File: src/rtl/multicycle_ctrl_pkg.sv
// Shared encodings for the multicycle controller: state codes, opcode/funct
// constants and the ID-stage instruction decoder.
package multicycle_ctrl_pkg;

   typedef enum logic [3:0] {
      S_INI       = 4'd0,
      S_IF        = 4'd1,
      S_ID        = 4'd2,
      S_EX_RI     = 4'd3,
      S_EX_LS     = 4'd4,
      S_EX_BRANCH = 4'd5,
      S_EX_JUMP   = 4'd6,
      S_EX_MDU    = 4'd7,
      S_MEM_L     = 4'd8,
      S_MEM_S     = 4'd9,
      S_WB_R      = 4'd10,
      S_WB_L      = 4'd11
   } state_t;

   localparam logic [5:0] OP_RTYPE = 6'h00;
   localparam logic [5:0] OP_BLTZ  = 6'h01;
   localparam logic [5:0] OP_J     = 6'h02;
   localparam logic [5:0] OP_JAL   = 6'h03;
   localparam logic [5:0] OP_LB    = 6'h20;
   localparam logic [5:0] OP_LH    = 6'h21;
   localparam logic [5:0] OP_LW    = 6'h23;
   localparam logic [5:0] OP_LBU   = 6'h24;
   localparam logic [5:0] OP_LHU   = 6'h25;
   localparam logic [5:0] OP_SB    = 6'h28;
   localparam logic [5:0] OP_SH    = 6'h29;
   localparam logic [5:0] OP_SW    = 6'h2B;

   localparam logic [5:0] FUNCT_JR   = 6'h08;
   localparam logic [5:0] FUNCT_JALR = 6'h09;

   // Returns S_INI for anything undecodable; the caller flags illegal_op on that.
   function automatic state_t decode_id(input logic [5:0] op,
                                        input logic [5:0] funct,
                                        input logic       has_mdu);
      state_t nxt;
      nxt = S_INI;
      if (op == OP_RTYPE) begin
         if (funct == FUNCT_JR || funct == FUNCT_JALR) nxt = S_EX_JUMP;
         else if (funct[5:2] == 4'b0110)               nxt = has_mdu ? S_EX_MDU : S_INI;
         else                                          nxt = S_EX_RI;
      end else if (op[5:3] == 3'b001) begin
         nxt = S_EX_RI;
      end else if (op == OP_BLTZ || op[5:2] == 4'b0001) begin
         nxt = S_EX_BRANCH;
      end else if (op == OP_J || op == OP_JAL) begin
         nxt = S_EX_JUMP;
      end else begin
         case (op)
            OP_LB, OP_LH, OP_LW, OP_LBU, OP_LHU, OP_SB, OP_SH, OP_SW: nxt = S_EX_LS;
            default:                                                  nxt = S_INI;
         endcase
      end
      return nxt;
   endfunction

endpackage

File: src/rtl/mem_wait_timer.sv
// Wait-cycle counter shared by the memory wait states and the mul/div wait;
// flags the last permitted memory wait cycle.
module mem_wait_timer #(
   parameter int MEM_TIMEOUT = 16,
   parameter int TMO_W       = 8
) (
   input  logic clk,
   input  logic rstn,
   input  logic clear,
   input  logic inc,
   output logic expired,
   output logic at_zero
);

   localparam logic [TMO_W-1:0] LAST = (MEM_TIMEOUT == 0) ? '0 : TMO_W'(MEM_TIMEOUT - 1);

   logic [TMO_W-1:0] cnt;

   // Saturates so a disabled timeout or a long mul/div never wraps back to zero.
   always_ff @(posedge clk or negedge rstn) begin
      if (!rstn)                    cnt <= '0;
      else if (clear)               cnt <= '0;
      else if (inc && (cnt != '1))  cnt <= cnt + 1'b1;
   end

   assign expired = (MEM_TIMEOUT != 0) && (cnt == LAST);
   assign at_zero = (cnt == '0);

endmodule

File: src/rtl/multicycle_ctrl.sv
// Multicycle processor control FSM: fetch/decode/execute/memory/writeback
// sequencing with memory-wait timeout, mul/div handshake and retire counter.
module multicycle_ctrl
   import multicycle_ctrl_pkg::*;
#(
   parameter int MEM_TIMEOUT = 16,
   parameter int TMO_W       = 8,
   parameter int HAS_MDU     = 1,
   parameter int CNT_W       = 32
) (
   input  logic             clk,
   input  logic             rstn,
   input  logic [5:0]       op,
   input  logic [5:0]       funct,
   input  logic             mem_ready,
   input  logic             mdu_done,
   output logic             IF_signal,
   output logic             ID_signal,
   output logic             EX_signal,
   output logic             MEM_signal,
   output logic             WB_signal,
   output logic             IorD_signal,
   output logic             IRWr,
   output logic             mdu_start,
   output logic             instr_done,
   output logic             illegal_op,
   output logic             mem_timeout,
   output logic [3:0]       state,
   output logic [CNT_W-1:0] instret
);

   state_t state_q, state_d;
   logic   w_inc, w_clear, w_expired, w_at_zero;

   mem_wait_timer #(.MEM_TIMEOUT(MEM_TIMEOUT), .TMO_W(TMO_W)) u_wait (
      .clk     (clk),
      .rstn    (rstn),
      .clear   (w_clear),
      .inc     (w_inc),
      .expired (w_expired),
      .at_zero (w_at_zero)
   );

   always_ff @(posedge clk or negedge rstn) begin
      if (!rstn) begin
         state_q <= S_INI;
         instret <= '0;
      end else begin
         state_q <= state_d;
         if (instr_done) instret <= instret + 1'b1;
      end
   end

   always_comb begin
      state_d     = state_q;
      IRWr        = 1'b0;
      instr_done  = 1'b0;
      illegal_op  = 1'b0;
      mem_timeout = 1'b0;
      w_inc       = 1'b0;
      case (state_q)
         S_INI: state_d = S_IF;
         S_IF: begin
            if (mem_ready) begin
               state_d = S_ID;
               IRWr    = 1'b1;
            end else if (w_expired) begin
               state_d     = S_INI;
               mem_timeout = 1'b1;
            end else begin
               w_inc = 1'b1;
            end
         end
         S_ID: begin
            state_d    = decode_id(op, funct, HAS_MDU != 0);
            illegal_op = (state_d == S_INI);
         end
         // Store opcodes all have op[3] set; loads never do.
         S_EX_LS: state_d = op[3] ? S_MEM_S : S_MEM_L;
         S_EX_RI: state_d = S_WB_R;
         S_EX_MDU: begin
            if (mdu_done) state_d = S_WB_R;
            else          w_inc   = 1'b1;
         end
         S_MEM_L, S_MEM_S: begin
            if (mem_ready) begin
               state_d    = (state_q == S_MEM_S) ? S_IF : S_WB_L;
               instr_done = (state_q == S_MEM_S);
            end else if (w_expired) begin
               state_d     = S_INI;
               mem_timeout = 1'b1;
            end else begin
               w_inc = 1'b1;
            end
         end
         S_EX_BRANCH, S_EX_JUMP, S_WB_R, S_WB_L: begin
            state_d    = S_IF;
            instr_done = 1'b1;
         end
         default: state_d = S_INI;
      endcase
   end

   // Any state change restarts the wait count, so each wait state starts at zero.
   assign w_clear = (state_d != state_q);

   assign mdu_start   = (HAS_MDU != 0) && (state_q == S_EX_MDU) && w_at_zero;
   assign IF_signal   = (state_q == S_IF);
   assign ID_signal   = (state_q == S_ID);
   assign EX_signal   = (state_q == S_EX_RI) || (state_q == S_EX_LS) || (state_q == S_EX_BRANCH) ||
                        (state_q == S_EX_JUMP) || (state_q == S_EX_MDU);
   assign MEM_signal  = (state_q == S_MEM_L) || (state_q == S_MEM_S);
   assign WB_signal   = (state_q == S_WB_R) || (state_q == S_WB_L);
   assign IorD_signal = MEM_signal;
   assign state       = state_q;

endmodule

File: config.mk
export PLATFORM = sky130hd
export DESIGN_NAME = multicycle_ctrl
export DESIGN_NICKNAME = d
export VERILOG_FILES = /design/src/rtl/multicycle_ctrl_pkg.sv /design/src/rtl/mem_wait_timer.sv /design/src/rtl/multicycle_ctrl.sv
export SDC_FILE = /design/constraint.sdc
export NUM_CORES = 1
export LEC_CHECK = 0
export CAP_MARGIN = 20
export CORE_MARGIN = 8
export CORE_UTILIZATION = 53
export DETAILED_ROUTE_END_ITERATION = 8
export PLACE_DENSITY = 0.9
export SLEW_MARGIN = 0
export SYNTH_ARGS = -nofsm -noshare
export SYNTH_HDL_FRONTEND = slang
export SYNTH_SLANG_ARGS = --single-unit
File: constraint.sdc
create_clock -name clk -period 4.2 [get_ports clk]
set_clock_uncertainty 0.05 [all_clocks]
set_input_delay 0.42 -clock clk [delete_from_list [all_inputs] [get_ports clk]]
set_output_delay 0.42 -clock clk [all_outputs]
set_load 0.005 [all_outputs]
==> results of run 1 <==
-- layout make-up --
cell class / instances / share of cell area (%)
repair buffers: 61 / 18.6
inverters: 14 / 1.61
well taps: 54 / 2.07
multi-input cells: 206 / 41.1
flip-flops and latches: 44 / 33.8
clock inverters: 2 / 0.307
clock buffers: 6 / 2.54
-- flip-flops by register name, summed over array words and instances (netlist names) --
register / count
instret: 32
u_wait.cnt: 8
state: 4
-- per-layer routing --
layer  part of all wire [%]  wire length (microns)  up-vias
met5                      0                      0        -
met4                    1.3                     84        0
met3                    5.6                    351        8
met2                     51                   3190       61
met1                     42                   2600     1119
li1                       -                      -     1099
-- worst max path at each step --
| stage | from | end | cells past startpoint | slack, ns |
|---|---|---|---|---|
| after floorplan | instret[8] | instret[29] | 6 | 1.97 |
| final | state[3] | illegal_op | 3 | 1.34 |
| after CTS | state[3] | illegal_op | 3 | 1.36 |
| after global placement | mem_ready | instr_done | 5 | 1.48 |
| after detailed placement | mem_ready | instr_done | 5 | 1.46 |
| after global routing | state[1] | illegal_op | 3 | 1.20 |
-- cell usage in the layout, fill, tap and decap left out, drive strengths merged, types with 4 or more instances in the layout --
| master | synthesis | layout |
|---|---|---|
| clkdlybuf4s50 | 0 | 60 |
| dfrtp | 44 | 44 |
| xor2 | 22 | 22 |
| nor2 | 20 | 20 |
| nand2 | 20 | 20 |
| nor3 | 17 | 17 |
| nand3 | 15 | 15 |
| inv | 14 | 14 |
| nor4 | 13 | 13 |
| a21oi | 11 | 11 |
| xnor2 | 10 | 10 |
| o21ai | 9 | 9 |
| nor3b | 6 | 6 |
| clkbuf | 10 | 6 |
| nand2b | 5 | 5 |
| nand4 | 5 | 5 |
| nor4b | 4 | 4 |
| and2 | 4 | 4 |
| and4 | 4 | 4 |
| and3 | 4 | 4 |
-- power breakdown --
part | total, mW | leakage [nW] | switching [mW] | internal [mW]
clock | 0.278 | 0.0510 | 0.146 | 0.131
combinational | 0.535 | 0.687 | 0.264 | 0.272
sequential | 0.589 | 0.505 | 0.115 | 0.474
total | 1.40 | 1.24 | 0.524 | 0.877
-- cell families after synthesis --
family                     share of synthesized area (%)
muxes                                               1.23
xor gates and xnor gates                            11.0
buffers and inverters                               4.04
and+or+nand+nor                                     29.0
adders and majority gates                           1.48
AOI/OAI and AO/OA                                   9.95
DFF                                                 43.3
-- critical path, stage by stage (launching register included) --
cell and delay, ns:
dfrtp_1 0.60, or4b_1 0.68, a211oi_1 0.26, clkdlybuf4s50_1 0.55
-- stage by stage --
| step | hold slack, ns | instance area (sq um) | utilization, % | instances | worst slack (ns) |
|---|---|---|---|---|---|
| finish | 0.205 | 3260 | 69.9 | 387 | 1.34 |
| CTS | 0.247 | 3260 | 69.9 | 387 | 1.36 |
| global placement | 0.429 | 3160 | 67.9 | 379 | 1.48 |
| floorplan | 0.0744 | 2540 | - | 276 | 1.97 |
| global route | 0.302 | 3260 | 69.9 | 387 | 1.20 |
| detailed placement | 0.436 | 3160 | 67.9 | 379 | 1.46 |
==> flow_summary.yaml, run 1 <==
timing:
  setup_tns_ns: 0
  slew_headroom_pct: 37.7
  rsz0062_at_grt: "no"
  worst_pin_slew_ns: 0.935
  max_freq_mhz: 350
  finalHoldViolations: 0
  min_period_ns: 2.86
  period_share_pct: 68.0
  finalSetupViolations: 0
  drv_slew: 0
cells_and_area:
  fill_cells: 345
  drive_above_1_share_pct: 4.50
  area_growth_pct: 28.2
  n_antenna_cell: 0
  final_nets: 351
  register_area_sq_mm: 0.00110
  multi_input_area_sq_mm: 0.00134
yosys:
  synth.largest_area_cell: "dfrtp_1"
  synth_top_area_share_pct: 43.3
  async_flop_share_pct: 100
  yosysMostFrequentCell: "dfrtp_1"
  synth_top_cells_by_area: "dfrtp_1, xor2_1, xnor2_1"
  ys_warn_count: 0
  synth_cell_type_count: 47
  synth_edf_count: 0
  postSynthCellCount: 276
  avgSynthCellArea_sq_um: 9.21
  synth_nets: 295
  syn_area_sq_mm: 0.00254
  yosys-top-cells-count: "dfrtp_1, xor2_1, nand2_1, nor2_1, nor3_1"
  ys_ff_latch: 44
  ys_seq_area_share_pct: 43.3
  synthFlopType: "dfrtp_1"
routing:
  wl_mm: 6.23
  wl_per_cell_microns: 16.1
  via_per_inst: 5.91
  drt_iter0_drc: 199
  drt_first_pass_iters: 4
  ant_nets: 0
  route.detailed.drc: 0
  vias: 2287
clocking:
  insertion_delay_ns: 0.30
  cts.path.max_buffers: 2
  cts_tree: "yes"
  hold_buffers: 0
  post-cts-setup-buffers: 0
  clk_pin_slew_ns: 0.08
  htreeDepth: 2
  cts.sinks: 44
  cts_resized: 0
  cts_root_buf: "clkbuf_8"
  cts_buffers: 5
global_routing:
  use_met3_pct: 4.54
  first_global_vias: 2269
  grtUsageMet1_pct: 21.4
  gr-usage-all-layers_pct: 17.9
  grt_max_degree: 45
  grt.busiest_layer: "met2"
  antenna_found_initial: 0
  grt_pass1_wl_mm: 10.8
  grt-ovfl-total: 0
  grt_util_met2_pct: 30.7
job:
  cap_violations: 0
setup_path:
  worstSetupPathType: "reg2out"
  crit_fanout: 21
  endpoint_kind: "output port"
  timing.reg2reg.setup_slack_ns: 1.49
  rr_startpoint: "instret[8]"
  cp.arrival_ns: 2.39
  reg2reg_depth: 5
  cp-start-kind: "register"
  required_ns: 3.73
  reg2reg_to: "instret[29]"
floorplan:
  initial_core_util_pct: 54.5
  rows: 25
  core-area_sq_mm: 0.00466
  ios: 63
  die-area_sq_mm: 0.00727
  die_h_microns: 85.2
  die_w_microns: 85.2
power:
  ir_drop_v: 0.000212
  total_power_mw: 1.40
  powerDensity_mw_per_mm2: 430
  leakage_nw: 1.24
run_status:
  status: "complete, no violations"
place:
  dpl.hpwl_mm: 4.56
  port_buffers: 61
  place_congestion: 0.880
worst_hold_path:
  worstHoldPathType: "in2async"
No activity file was read; power rests on OpenSTA's default activity.
==> run 2, diff against run 1 <==
--- a/config.mk
+++ b/config.mk
@@ -7,9 +7,9 @@
 export LEC_CHECK = 0
 export CAP_MARGIN = 20
 export CORE_MARGIN = 8
-export CORE_UTILIZATION = 53
+export CORE_UTILIZATION = 49
 export DETAILED_ROUTE_END_ITERATION = 8
-export PLACE_DENSITY = 0.9
+export PLACE_DENSITY = 0.85
 export SLEW_MARGIN = 0
 export SYNTH_ARGS = -nofsm -noshare
 export SYNTH_HDL_FRONTEND = slang
==> constraint.sdc (replaced) <==
create_clock -name clk -period 2.7 [get_ports clk]
set_clock_uncertainty 0.05 [all_clocks]
set_input_delay 0.27 -clock clk [delete_from_list [all_inputs] [get_ports clk]]
set_output_delay 0.27 -clock clk [all_outputs]
set_load 0.005 [all_outputs]
==> run 2 against run 1 <==
Effect of this change:
- utilization shrank 3.0 points
- combinational power is 83% higher
- largest power group is now combinational cells
- total power is 66% higher
- final area increased by 3.5%
- critical path depth up 1
- setup slack lost 1.2 ns
- non-clock buffer count grew 9
- clock power rose by 86%
- register-to-register slack got worse by 1.3 ns
==> flow_summary.yaml, run 2 (synthesis results as in run 1) <==
global_routing:
  first_global_vias: 2304
  grt-ovfl-total: 0
  antenna_found_initial: 0
  grt_max_degree: 45
  gr-usage-all-layers_pct: 17.7
  grt_pass1_wl_mm: 10.8
timing:
  slew_headroom_pct: 36.3
  setup_ws_ns: 0.128
  setup_tns_ns: 0
  drv_slew: 0
  rsz0062_at_grt: "no"
  finalSetupViolations: 0
  max_freq_mhz: 389
  period_share_pct: 95.3
  min_period_ns: 2.57
  worst_pin_slew_ns: 0.955
  finalHoldViolations: 0
worst_hold_path:
  worstHoldPathType: "in2async"
setup_path:
  crit_end: "mem_timeout"
  startpoint: "u_wait.cnt[4]"
  required_ns: 2.38
  max_stage_delay_ns: 0.61
  endpoint_kind: "output port"
  reg2reg_to: "instret[29]"
  rr_startpoint: "instret[8]"
  reg2reg_depth: 5
  critPathSlowestCell: "or4_1"
  timing.reg2reg.setup_slack_ns: 0.20
  crit_fanout: 5
  path_cells: "or4_1 > nor3_2 > and3b_1 > clkdlybuf4s50_1"
  cp-start-kind: "register"
  worstSetupPathType: "reg2out"
  cp.arrival_ns: 2.25
job:
  cap_violations: 0
cells_and_area:
  mostFrequentLayoutCells: "clkdlybuf4s50_1, dfrtp_1, xor2_1"
  top_register: "instret"
  mostFrequentLayoutCell: "clkdlybuf4s50_1"
  drive_above_1_share_pct: 7.31
  n_antenna_cell: 0
  final_nets: 360
  final_area_sq_mm: 0.00337
  largest_reg_flops: 32
  area_growth_pct: 32.7
floorplan:
  initial_core_util_pct: 50.4
  rows: 26
  die-area_sq_mm: 0.00775
  die_w_microns: 88.0
  core-area_sq_mm: 0.00504
  die_h_microns: 88.0
  ios: 63
place:
  port_buffers: 61
  dpl.hpwl_mm: 4.72
  place_ws_ns: 0.241
  place_area_sq_mm: 0.00325
  place_congestion: 0.863
routing:
  route.detailed.drc: 0
  vias: 2287
  drt_first_pass_iters: 5
  wl_per_cell_microns: 15.7
  drt_iter0_drc: 137
  ant_nets: 0
  wl_mm: 6.45
  via_per_inst: 5.55
clocking:
  cts_buffers: 5
  clk_pin_slew_ns: 0.09
  cts_root_buf: "clkbuf_8"
  htreeDepth: 2
  insertion_delay_ns: 0.31
  cts.path.max_buffers: 2
  cts.sinks: 44
  cts_tree: "yes"
  hold_buffers: 0
power:
  leakage_nw: 1.29
  powerDensity_mw_per_mm2: 689
  ir_drop_v: 0.000393
run_status:
  status: "complete, no violations"
-- run 2: cell count changes in the layout (fill, tap and decap cells not counted) --
cell        previous run  this run
inv_6                  0         1
clkinv_2               2         0
clkinvlp_4             0         1
clkbuf_8               6         5
bufinv_16              0         1
nor3_2                 1         2
nor3_1                16        15
buf_4                  0         9
-- run 2: timing repair --
item	4_1_cts	5_1_grt
pin swaps	0	1
setup buffers	0	0
setup endpoints to repair	1	1
gates resized for setup	1	0
-- run 2: worst max-delay path, delay by kind of cell, from the launching register on --
| kind | cells | cell delay (ns) |
|---|---|---|
| buffers and inverters | 1 | 0.52 |
| flip-flops | 1 | 0.43 |
| AND/OR/NAND/NOR | 3 | 1.01 |
-- run 2: cell type report --
type / instances / area (sq um)
Timing Repair Buffer: 70 / 673
Tap cell: 70 / 87.6
Sequential cell: 44 / 1100
Clock inverter: 3 / 46.3
Multi-Input combinational cell: 206 / 1340
Inverter: 14 / 52.6
Clock buffer: 5 / 68.8
Fill cell: 401 / 1670
-- run 2: report_power, final --
group	internal, mW	total, mW	switching, mW
sequential	0.739	0.829	0.0899
clock	0.279	0.518	0.240
combinational	0.467	0.977	0.511
-- run 2: routing by layer --
metal / up-vias / global-route usage, % / share of wire [%]
li1: 1110 / - / -
met3: 6 / 4.69 / 6.0
met2: 68 / 31.1 / 51
met1: 1103 / 20.5 / 42
met4: 0 / 5.22 / 0.88
met5: - / 0 / 0
-- run 2: worst min-delay path by stage --
stage / end / slack [ns] / depth (start not counted)
final: instret[7] / 0.05 / 1
after global routing: instret[2] / 0.13 / 1
after CTS: instret[8] / 0.08 / 1
after detailed placement: instret[8] / 0.41 / 1
after global placement: instret[8] / 0.41 / 1
after floorplan: instret[0] / -0.08 / 0
-- run 2: metrics by stage --
step	hold slack [ns]	instances	total power, mW	utilization [%]
6_report	0.0509	412	2.32	66.9
5_1_grt	0.134	412	2.47	66.9
4_1_cts	0.0827	412	2.34	66.9
3_5_place_dp	0.414	404	1.80	64.5
3_3_place_gp	0.405	404	1.77	64.5
2_1_floorplan	-0.0756	276	1.36	-
==> run 3, diff against run 2 <==
--- a/config.mk
+++ b/config.mk
@@ -7,9 +7,9 @@
 export LEC_CHECK = 0
 export CAP_MARGIN = 20
 export CORE_MARGIN = 8
-export CORE_UTILIZATION = 49
+export CORE_UTILIZATION = 45
 export DETAILED_ROUTE_END_ITERATION = 8
-export PLACE_DENSITY = 0.85
+export PLACE_DENSITY = 0.82
 export SLEW_MARGIN = 0
 export SYNTH_ARGS = -nofsm -noshare
 export SYNTH_HDL_FRONTEND = slang
==> constraint.sdc (replaced) <==
create_clock -name clk -period 2.3 [get_ports clk]
set_clock_uncertainty 0.05 [all_clocks]
set_input_delay 0.23 -clock clk [delete_from_list [all_inputs] [get_ports clk]]
set_output_delay 0.23 -clock clk [all_outputs]
set_load 0.005 [all_outputs]
==> run 3 against run 2 <==
Effect of this change:
- final area up 7.5%
- sequential power rose by 14%
- die area up 7.2%
- largest cell class unchanged
- flip-flop and latch count is the same
- setup slack worse by 0.084 ns
- via count is 4.9% higher
- critical path type unchanged
==> flow_summary.yaml, run 3 (synthesis results as in run 1) <==
clocking:
  cts_tree: "yes"
  cts_buffers: 5
  cts.sinks: 44
  cts_root_buf: "clkbuf_8"
  cts.path.max_buffers: 2
  clk_pin_slew_ns: 0.09
  insertion_delay_ns: 0.30
  htreeDepth: 2
global_routing:
  grtUsageMet1_pct: 20.3
  grt.busiest_layer: "met2"
  grt-ovfl-total: 0
  grt_pass1_wl_mm: 11.3
  gr-usage-all-layers_pct: 16.0
  first_global_vias: 2328
  antenna_found_initial: 0
  grt_util_met2_pct: 27.0
  grt_max_degree: 24
  use_met3_pct: 3.62
timing:
  period_share_pct: 98.1
  drv_slew: 0
  slew_headroom_pct: 67.7
  rsz0062_at_grt: "yes"
  min_period_ns: 2.26
  finalHoldViolations: 0
  finalSetupViolations: 0
  max_freq_mhz: 443
  setup_tns_ns: 0
  worst_pin_slew_ns: 0.485
power:
  intPower_mw: 1.83
  switching_share_pct: 36.3
  power.share.sequential_pct: 32.9
  leakage_nw: 1.45
  powerDensity_mw_per_mm2: 791
  p_sw_mw: 1.04
  p_clk_share_pct: 17.4
  combPwrFrac_pct: 49.7
  ir_drop_v: 0.000502
job:
  cap_violations: 0
cells_and_area:
  mostFrequentLayoutCell: "clkdlybuf4s50_1"
  final_nets: 385
  mostFrequentLayoutCells: "clkdlybuf4s50_1, dfrtp_1, buf_4"
  area_growth_pct: 42.6
  drive_above_1_share_pct: 16.1
  final_area_sq_mm: 0.00362
  final_util_pct: 66.2
  fill_cells: 435
  top_register: "instret"
  n_antenna_cell: 0
  largest_reg_flops: 32
setup_path:
  endpoint_kind: "output port"
  cp-start-kind: "register"
  worstSetupPathType: "reg2out"
  startpoint: "state[0]"
  cp.arrival_ns: 1.98
  required_ns: 2.02
  crit_fanout: 4
  rr_startpoint: "state[0]"
  timing.reg2reg.setup_slack_ns: 0.08
place:
  dpl.hpwl_mm: 4.97
  place_congestion: 0.868
  port_buffers: 61
  place_area_sq_mm: 0.00342
routing:
  route.detailed.drc: 0
  ant_nets: 0
  drt_iter0_drc: 168
  wl_mm: 6.85
  vias: 2399
  via_per_inst: 5.46
  drt_first_pass_iters: 4
  wl_per_cell_microns: 15.6
floorplan:
  rows: 27
  ios: 63
  die-area_sq_mm: 0.00831
  die_w_microns: 91.1
  initial_core_util_pct: 46.4
  core-area_sq_mm: 0.00547
  die_h_microns: 91.1
worst_hold_path:
  worstHoldPathType: "in2async"
run_status:
  status: "complete, no violations"
run 3: worst max-delay path: stages (launching register included):
cell and delay (ns):
dfrtp_1 0.39, or4b_1 0.58, buf_4 0.18, inv_1 0.05, clkdlybuf4s50_1 0.50
run 3: what timing repair did:
action / in CTS / in global routing
pin swaps: 1 / 3
hold buffers: 1 / 0
buffers inserted: 0 / 4
endpoints found under the setup margin: 11 / 5
resized for setup: 9 / 14
hold endpoints to repair: 21 / 0
run 3: power groups by stage:
stage / sequential [mW] / combinational (mW) / clock, mW
3_5_place_dp: 0.958 / 1.29 / 0
6_report: 0.944 / 1.43 / 0.499
4_1_cts: 0.944 / 1.31 / 0.498
5_1_grt: 0.961 / 1.53 / 0.537
3_3_place_gp: 0.951 / 1.26 / 0
2_1_floorplan: 0.984 / 0.607 / 0
run 3: path summary, 6_finish.rpt:
check | endpoint | cells past startpoint
worst max-delay path | ID_signal | 4
worst max register to register | u_wait.cnt[6] | 6
worst min register to register | instret[14] | 1
worst min-delay path | instret[11] | 2
min in group clk | instret[14] | 1
max in group asynchronous | instret[25] | 3
run 3: cell type report:
| class | instances | area (sq um) | area share, % |
|---|---|---|---|
| Clock inverter | 2 | 10.0 | 0.276 |
| Multi-Input combinational cell | 206 | 1400 | 38.7 |
| Sequential cell | 44 | 1100 | 30.4 |
| Clock buffer | 6 | 82.6 | 2.28 |
| Timing Repair Buffer | 95 | 883 | 24.4 |
| Inverter | 14 | 56.3 | 1.55 |
| Tap cell | 72 | 90.1 | 2.49 |
run 3: through the flow:
stage                     instances  hold WS, ns  power [mW]  setup WS (ns)
after floorplan                 276       -0.116        1.59         0.0668
after global placement          426        0.161        2.22        0.00377
after detailed placement        426        0.168        2.25        -0.0752
after CTS                       435        0.380        2.75         -0.140
after global routing            439        0.422        3.03        -0.0363
final                           439        0.364        2.87         0.0438
run 3: metal layers:
metal	vias up	share of wire (%)
met5	-	0
met4	0	0.67
met3	4	5.0
met2	63	50
met1	1167	44
li1	1165	-
